<file path="src/rtl/gf180mcu_fd_sc_mcu9t5v0__xor2_bist_ctrl_pkg.sv">
// rtl/gf180mcu_fd_sc_mcu9t5v0__xor2_bist_ctrl_pkg.sv - shared FSM encodings, FAIL_VEC none value, uniform vector table
package gf180mcu_fd_sc_mcu9t5v0__xor2_bist_ctrl_pkg;

  typedef enum logic [2:0] {
    ST_IDLE   = 3'd0,
    ST_APPLY  = 3'd1,
    ST_SETTLE = 3'd2,
    ST_CHECK  = 3'd3,
    ST_NEXT   = 3'd4,
    ST_FINISH = 3'd5
  } bist_state_e;

  localparam logic [3:0] FAIL_VEC_NONE = 4'hF;

  // {A2,A1} for uniform vectors 3..0
  localparam logic [7:0] UNI_VEC_TABLE = 8'b11_10_01_00;

  function automatic logic [1:0] uni_vec(input logic [1:0] vi);
    return UNI_VEC_TABLE[{vi, 1'b0} +: 2];
  endfunction

endpackage

</file>
<file path="src/rtl/gf180mcu_fd_sc_mcu9t5v0__xor2_bist_vecgen.sv">
// rtl/gf180mcu_fd_sc_mcu9t5v0__xor2_bist_vecgen.sv - maps vector index to A1/A2 buses
// Walking one-hot vectors appended when GF180MCU_FD_SC_MCU9T5V0__XOR2_BIST_WALK_EN is defined.
module gf180mcu_fd_sc_mcu9t5v0__xor2_bist_vecgen
  import gf180mcu_fd_sc_mcu9t5v0__xor2_bist_ctrl_pkg::*;
#(
  parameter int N_LANES = 8
) (
  input  logic [3:0]         vi_i,
  output logic [N_LANES-1:0] a1_o,
  output logic [N_LANES-1:0] a2_o
);

  logic [1:0] uv;
  assign uv = uni_vec(vi_i[1:0]);

  always_comb begin
    a1_o = '0;
    a2_o = '0;
    if (vi_i < 4'd4) begin
      a1_o = {N_LANES{uv[0]}};
      a2_o = {N_LANES{uv[1]}};
    end
`ifdef GF180MCU_FD_SC_MCU9T5V0__XOR2_BIST_WALK_EN
    else if (vi_i < 4'(4 + N_LANES)) begin
      a1_o = N_LANES'(1) << (vi_i - 4'd4);
    end
`endif
  end

endmodule

</file>
<file path="src/rtl/gf180mcu_fd_sc_mcu9t5v0__xor2_bist_ctrl.sv">
// rtl/gf180mcu_fd_sc_mcu9t5v0__xor2_bist_ctrl.sv - BIST sequencer for a bank of xor2 cells
// Optional walking vectors: GF180MCU_FD_SC_MCU9T5V0__XOR2_BIST_WALK_EN.
module gf180mcu_fd_sc_mcu9t5v0__xor2_bist_ctrl
  import gf180mcu_fd_sc_mcu9t5v0__xor2_bist_ctrl_pkg::*;
#(
  parameter int N_LANES       = 8,
  parameter int SETTLE_CYCLES = 2,
  parameter int REPEAT        = 1
) (
  input  logic               CLK,
  input  logic               RST,
  input  logic               START,
  output logic [N_LANES-1:0] A1,
  output logic [N_LANES-1:0] A2,
  input  logic [N_LANES-1:0] Z,
  output logic               BUSY,
  output logic               DONE,
  output logic               PASS,
  output logic [N_LANES-1:0] ERR_MASK,
  output logic [3:0]         FAIL_VEC
);

`ifdef GF180MCU_FD_SC_MCU9T5V0__XOR2_BIST_WALK_EN
  localparam logic [3:0] NV = 4'(4 + N_LANES);
`else
  localparam logic [3:0] NV = 4'd4;
`endif

  bist_state_e        state_q, state_d;
  logic [3:0]         vi_q, vi_d;
  logic [7:0]         pc_q, pc_d;
  logic [3:0]         cnt_q, cnt_d;
  logic [N_LANES-1:0] a1_q, a1_d, a2_q, a2_d;
  logic [N_LANES-1:0] err_q, err_d;
  logic [3:0]         fvec_q, fvec_d;
  logic               pass_q, pass_d;
  logic               busy_q;
  logic [N_LANES-1:0] vec_a1, vec_a2;
  logic [N_LANES-1:0] mism;

  // Compare against what is actually on the bus, not a recomputed vector.
  assign mism = Z ^ (a1_q ^ a2_q);

  gf180mcu_fd_sc_mcu9t5v0__xor2_bist_vecgen #(.N_LANES(N_LANES)) u_vecgen (
    .vi_i (vi_d),
    .a1_o (vec_a1),
    .a2_o (vec_a2)
  );

  always_comb begin
    state_d = state_q;
    vi_d    = vi_q;
    pc_d    = pc_q;
    cnt_d   = cnt_q;
    err_d   = err_q;
    fvec_d  = fvec_q;
    pass_d  = pass_q;
    case (state_q)
      ST_IDLE: begin
        if (START) begin
          state_d = ST_APPLY;
          err_d   = '0;
          pass_d  = 1'b0;
          fvec_d  = FAIL_VEC_NONE;
          vi_d    = '0;
          pc_d    = '0;
        end
      end
      ST_APPLY: begin
        state_d = ST_SETTLE;
        cnt_d   = 4'(SETTLE_CYCLES - 1);
      end
      ST_SETTLE: begin
        if (cnt_q == 4'd0) state_d = ST_CHECK;
        else               cnt_d   = cnt_q - 4'd1;
      end
      ST_CHECK: begin
        err_d = err_q | mism;
        if ((mism != '0) && (fvec_q == FAIL_VEC_NONE)) fvec_d = vi_q;
        state_d = ST_NEXT;
      end
      ST_NEXT: begin
        if (vi_q == NV - 4'd1) begin
          vi_d = '0;
          pc_d = pc_q + 8'd1;
          if ((pc_q + 8'd1) == 8'(REPEAT)) begin
            state_d = ST_FINISH;
            pass_d  = (err_q == '0);
          end else begin
            state_d = ST_APPLY;
          end
        end else begin
          vi_d    = vi_q + 4'd1;
          state_d = ST_APPLY;
        end
      end
      ST_FINISH: state_d = ST_IDLE;
      default:   state_d = ST_IDLE;
    endcase
  end

  always_comb begin
    a1_d = '0;
    a2_d = '0;
    if (state_d inside {ST_APPLY, ST_SETTLE, ST_CHECK, ST_NEXT}) begin
      a1_d = vec_a1;
      a2_d = vec_a2;
    end
  end

  always_ff @(posedge CLK or posedge RST) begin
    if (RST) begin
      state_q <= ST_IDLE;
      vi_q    <= '0;
      pc_q    <= '0;
      cnt_q   <= '0;
      a1_q    <= '0;
      a2_q    <= '0;
      err_q   <= '0;
      fvec_q  <= FAIL_VEC_NONE;
      pass_q  <= 1'b0;
      busy_q  <= 1'b0;
    end else begin
      state_q <= state_d;
      vi_q    <= vi_d;
      pc_q    <= pc_d;
      cnt_q   <= cnt_d;
      a1_q    <= a1_d;
      a2_q    <= a2_d;
      err_q   <= err_d;
      fvec_q  <= fvec_d;
      pass_q  <= pass_d;
      busy_q  <= (state_d != ST_IDLE);
    end
  end

  assign A1       = a1_q;
  assign A2       = a2_q;
  assign BUSY     = busy_q;
  assign DONE     = (state_q == ST_FINISH);
  assign PASS     = pass_q;
  assign ERR_MASK = err_q;
  assign FAIL_VEC = fvec_q;

endmodule

</file>
<file path="config.mk">
export PLATFORM = sky130hd
export DESIGN_NAME = gf180mcu_fd_sc_mcu9t5v0__xor2_bist_ctrl
export DESIGN_NICKNAME = d
export VERILOG_FILES = /design/src/rtl/gf180mcu_fd_sc_mcu9t5v0__xor2_bist_ctrl_pkg.sv /design/src/rtl/gf180mcu_fd_sc_mcu9t5v0__xor2_bist_vecgen.sv /design/src/rtl/gf180mcu_fd_sc_mcu9t5v0__xor2_bist_ctrl.sv
export SDC_FILE = /design/constraint.sdc
export NUM_CORES = 1
export LEC_CHECK = 0
export ABC_AREA = 1
export BUFFER_PORTS_ARGS = -buffer_cell sky130_fd_sc_hd__buf_4
export CAP_MARGIN = 20
export CORE_MARGIN = 1
export CORE_UTILIZATION = 40
export DETAILED_ROUTE_END_ITERATION = 12
export PLACE_DENSITY_LB_ADDON = 0.2
export SETUP_SLACK_MARGIN = 0.05
export SLEW_MARGIN = 15
export SYNTH_ARGS = -nofsm -noshare
export SYNTH_HDL_FRONTEND = slang
export SYNTH_HIERARCHICAL = 1
export SYNTH_SLANG_ARGS = --single-unit
</file>
<file path="constraint.sdc">
create_clock -name CLK -period 2.2 [get_ports CLK]
set_input_delay 0.22 -clock CLK [delete_from_list [all_inputs] [get_ports CLK]]
set_output_delay 0.22 -clock CLK [all_outputs]
set_load 0.005 [all_outputs]
</file>
==> impl_metrics.prom <==
# TYPE chip_impl_metric gauge
chip_impl_metric{name="grt_pass1_vias",unit=""} 2060
chip_impl_metric{name="grtUsageMet3",unit="%"} 3.93
chip_impl_metric{name="place_congestion",unit=""} 0.795
chip_impl_metric{name="tritoncts.num_buffers",unit=""} 5
chip_impl_metric{name="clock_latency",unit="ps"} 310
chip_impl_metric{name="drt_iter0_drc",unit=""} 116
chip_impl_metric{name="power.density_cell_area",unit="nW/um^2"} 1190
chip_impl_metric{name="ant_nets_after_route",unit=""} 0
chip_impl_info{name="post-synth-top-area-cell",value="dfrtp_1"} 1
chip_impl_metric{name="finalCriticalPeriod",unit="ps"} 1830
chip_impl_metric{name="grt_overflow",unit=""} 0
chip_impl_metric{name="final_min_period_over_clock_period",unit="%"} 83.1
chip_impl_metric{name="timing.fmax",unit="MHz"} 547
chip_impl_metric{name="timing_max_transition_violations_final",unit=""} 0
chip_impl_metric{name="finalSetupViolCount",unit=""} 0
chip_impl_metric{name="post_synth_num_cell_types",unit=""} 31
chip_impl_metric{name="portBuffers",unit=""} 41
chip_impl_metric{name="use_met1",unit="%"} 23.1
chip_impl_metric{name="worst-endpoint-arrival",unit="ps"} 2040
chip_impl_info{name="ys_top_cells_by_count",value="92 x nand2_1, 72 x inv_1, 45 x dfrtp_1"} 1
chip_impl_metric{name="syn-instance-count",unit=""} 343
chip_impl_metric{name="grt_first_pass_wirelength",unit="um"} 9610
chip_impl_metric{name="core_region_area",unit="um^2"} 6460
chip_impl_metric{name="routed_wirelength",unit="um"} 5450
chip_impl_metric{name="cp_data_required_time",unit="ps"} 2410
chip_impl_info{name="grt.busiest_layer",value="met2"} 1
chip_impl_metric{name="timing_worst_slew_pin_value",unit="ps"} 617
chip_impl_metric{name="fraction_of_registers_with_async_set_or_reset_after_synthesis",unit="%"} 100
chip_impl_metric{name="clk_pin_slew",unit="ps"} 100
chip_impl_metric{name="yosys.area.top_type_share",unit="%"} 41.2
chip_impl_metric{name="pwr-share-clk",unit="%"} 15.2
chip_impl_metric{name="initial_utilization",unit="%"} 42.3
chip_impl_metric{name="synth_enable_flop_cells",unit=""} 0
chip_impl_info{name="yosys.cell_count.top_type",value="nand2_1"} 1
chip_impl_metric{name="placed_cell_area",unit="um^2"} 3010
chip_impl_metric{name="grt_antenna_before_repair",unit=""} 0
chip_impl_info{name="critical-path-slowest-cell",value="dfrtp_1"} 1
chip_impl_metric{name="max-cap-violations",unit=""} 0
chip_impl_metric{name="die_width",unit="um"} 84.6
chip_impl_info{name="postSynth.topFlopCell",value="dfrtp_1"} 1
chip_impl_metric{name="drive_above_1_share",unit="%"} 21.7
chip_impl_metric{name="num_rows",unit=""} 29
chip_impl_metric{name="place_hpwl",unit="um"} 4070
chip_impl_metric{name="fin_tns_setup",unit="ps"} 0
chip_impl_metric{name="power.combinational.fraction",unit="%"} 46.8
chip_impl_metric{name="grt_max_degree",unit=""} 50
chip_impl_metric{name="p_total",unit="uW"} 3710
chip_impl_metric{name="n_antenna_cell",unit=""} 0
chip_impl_metric{name="final_hold_viol_count",unit=""} 0
chip_impl_metric{name="synth_seq_area_share",unit="%"} 45.1
chip_impl_metric{name="syn2layout_area_growth",unit="%"} 14.6
chip_impl_metric{name="leakagePower",unit="uW"} 0.00156
chip_impl_metric{name="cp_slowest_stage_delay",unit="ps"} 420
chip_impl_metric{name="die_area",unit="um^2"} 7160
chip_impl_metric{name="clkSinkCount",unit=""} 49
chip_impl_metric{name="ios",unit=""} 42
chip_impl_info{name="crit_chain",value="ha_1, nand3_1, nor2_2, xor2_2, nand4_2, o21ai_4, buf_12, nor2_1"} 1
chip_impl_info{name="setup.worst_path.class",value="register to register"} 1
chip_impl_metric{name="syn_avg_cell_area",unit="um^2"} 7.96
chip_impl_metric{name="ctsLongestPathBuffers",unit=""} 2
chip_impl_info{name="clockRootBuffer",value="clkbuf_8"} 1
chip_impl_metric{name="route.detailed.wl_per_inst",unit="um"} 12.0
chip_impl_metric{name="p_int",unit="uW"} 2150
chip_impl_metric{name="nets",unit=""} 392
chip_impl_metric{name="seq_power_share",unit="%"} 38.1
chip_impl_info{name="outcome",value="completed"} 1
chip_impl_metric{name="post_synthesis_instance_area",unit="um^2"} 2730
chip_impl_metric{name="vias_per_inst",unit=""} 4.73
chip_impl_info{name="cp_launch_type",value="register"} 1
chip_impl_metric{name="clock-skew-final",unit="ps"} 12.6
chip_impl_info{name="worstHoldPathType",value="input port to asynchronous set/reset pin"} 1
chip_impl_metric{name="final_instance_area",unit="um^2"} 3130
chip_impl_metric{name="num_vias",unit=""} 2154
chip_impl_info{name="post_synth_main_area_contributors",value="dfrtp_1 41%, nand2_1 13%, inv_1 9.9%"} 1
chip_impl_metric{name="p_sw",unit="uW"} 1560
chip_impl_metric{name="worst_ir_drop_vdd",unit="mV"} 0.654
chip_impl_metric{name="synth_seq_cells",unit=""} 49
chip_impl_metric{name="track_usage",unit="%"} 17.1
chip_impl_metric{name="power.switching_fraction",unit="%"} 42.0
chip_impl_metric{name="max_slew_margin",unit="%"} 58.9
chip_impl_metric{name="fp.dieH",unit="um"} 84.6
chip_impl_metric{name="global_route.usage.met2",unit="%"} 27.6
chip_impl_info{name="crit_family",value="simple AND/OR/NAND/NOR gates"} 1
chip_impl_metric{name="detail_route.drc_violations",unit=""} 0
chip_impl_metric{name="synth_nets",unit=""} 358
chip_impl_metric{name="critical_path.max_fanout",unit=""} 16
chip_impl_metric{name="synthesis.yosys.warnings",unit=""} 6
chip_impl_metric{name="cts.htree.levels",unit=""} 2
chip_impl_metric{name="firstDrtPassIters",unit=""} 7
chip_impl_metric{name="cp_num_buf_inv",unit=""} 1
chip_impl_info{name="grt_setup_unrepaired",value="false"} 1
chip_impl_info{name="clock_tree_from_tritoncts",value="built"} 1
chip_impl_metric{name="finalHoldWorstSlack",unit="ps"} 61.7
chip_impl_info{name="critical_path.endpoint_type",value="register"} 1
-- state kept, by name, summed over array words and instances, names as in the netlist --
register and count:
A2 8, A1 8, state_q 3, pc_q 8
PASS 1, BUSY 1, vi_q 4, cnt_q 4
FAIL_VEC 4, ERR_MASK 8
-- cell families after synthesis --
kind of cell / synth area share [%]
simple gates: 29.8
compound gates: 6.83
xor+xnor: 1.24
buf+inv: 15.2
fa+ha+maj: 1.83
flops: 45.1
-- layer usage --
metal	routed length, um	part of all wire [%]
met2	2670	49
met4	53	0.97
met3	172	3.2
met1	2550	47
met5	0	0
-- metrics by stage --
stage	worst slack, ps	cells	util [%]
2_1_floorplan	459	343	-
3_3_place_gp	222	446	46.6
3_5_place_dp	152	446	46.6
4_1_cts	170	454	48.1
5_1_grt	150	455	48.5
6_report	372	455	48.5
-- final cells by class --
cell class	count	area, um^2
tap	77	96.3
multi-input combinational	203	1090
timing repair buffer	44	343
clock buffer	5	68.8
sequential	49	1230
inverter	74	278
clock inverter	3	25.0
fill	637	3330
-- power by group through the flow --
stage | Combinational (uW) | Sequential, uW | Clock, uW
2_1_floorplan | 1290 | 1390 | 0
3_3_place_gp | 1630 | 1430 | 0
3_5_place_dp | 1660 | 1430 | 0
4_1_cts | 1670 | 1420 | 586
5_1_grt | 1940 | 1460 | 627
6_report | 1740 | 1410 | 562
-- repair_timing --
item / CTS / global route
resized for setup: 0 / 1
setup endpoints to repair: 0 / 13
setup buffers: 0 / 1
hold buffers: 0 / 0
hold endpoints to repair: 0 / 0
-- path summary, 6_finish.rpt --
path	from	end	slack, ps	depth (start not counted)
min in group CLK	START	state_q[0]	310	5
max reg2reg	pc_q[0]	A1[7]	370	8
min	RST	A1[0]	60	3
max	pc_q[0]	A1[7]	370	8
min reg2reg	PASS	PASS	490	2
max in group asynchronous	RST	ERR_MASK[0]	1720	3
-- cell usage in the layout, fill, tap and decap left out, types with 9 or more instances in the layout --
| cell | synthesis | routed |
|---|---|---|
| buf_4 | 15 | 43 |
| nand3_1 | 16 | 16 |
| dfrtp_1 | 45 | 45 |
| o21ai_0 | 11 | 11 |
| inv_1 | 72 | 71 |
| nand2_1 | 92 | 92 |
| nor2_4 | 11 | 11 |
| o22ai_1 | 11 | 11 |
| nand3b_1 | 9 | 9 |
| nor2_1 | 20 | 19 |
-- worst reg2reg max path, delay by kind of cell (launching register included) --
| family | cells | cell delay (ps) |
|---|---|---|
| buffers and inverters | 1 | 210 |
| adder cells (fa/ha/maj) | 1 | 240 |
| flip-flops | 1 | 420 |
| AND/OR/NAND/NOR | 4 | 530 |
| AO/OA/AOI/OAI | 1 | 120 |
| XOR/XNOR | 1 | 210 |
(Power assumes the default switching activity.)
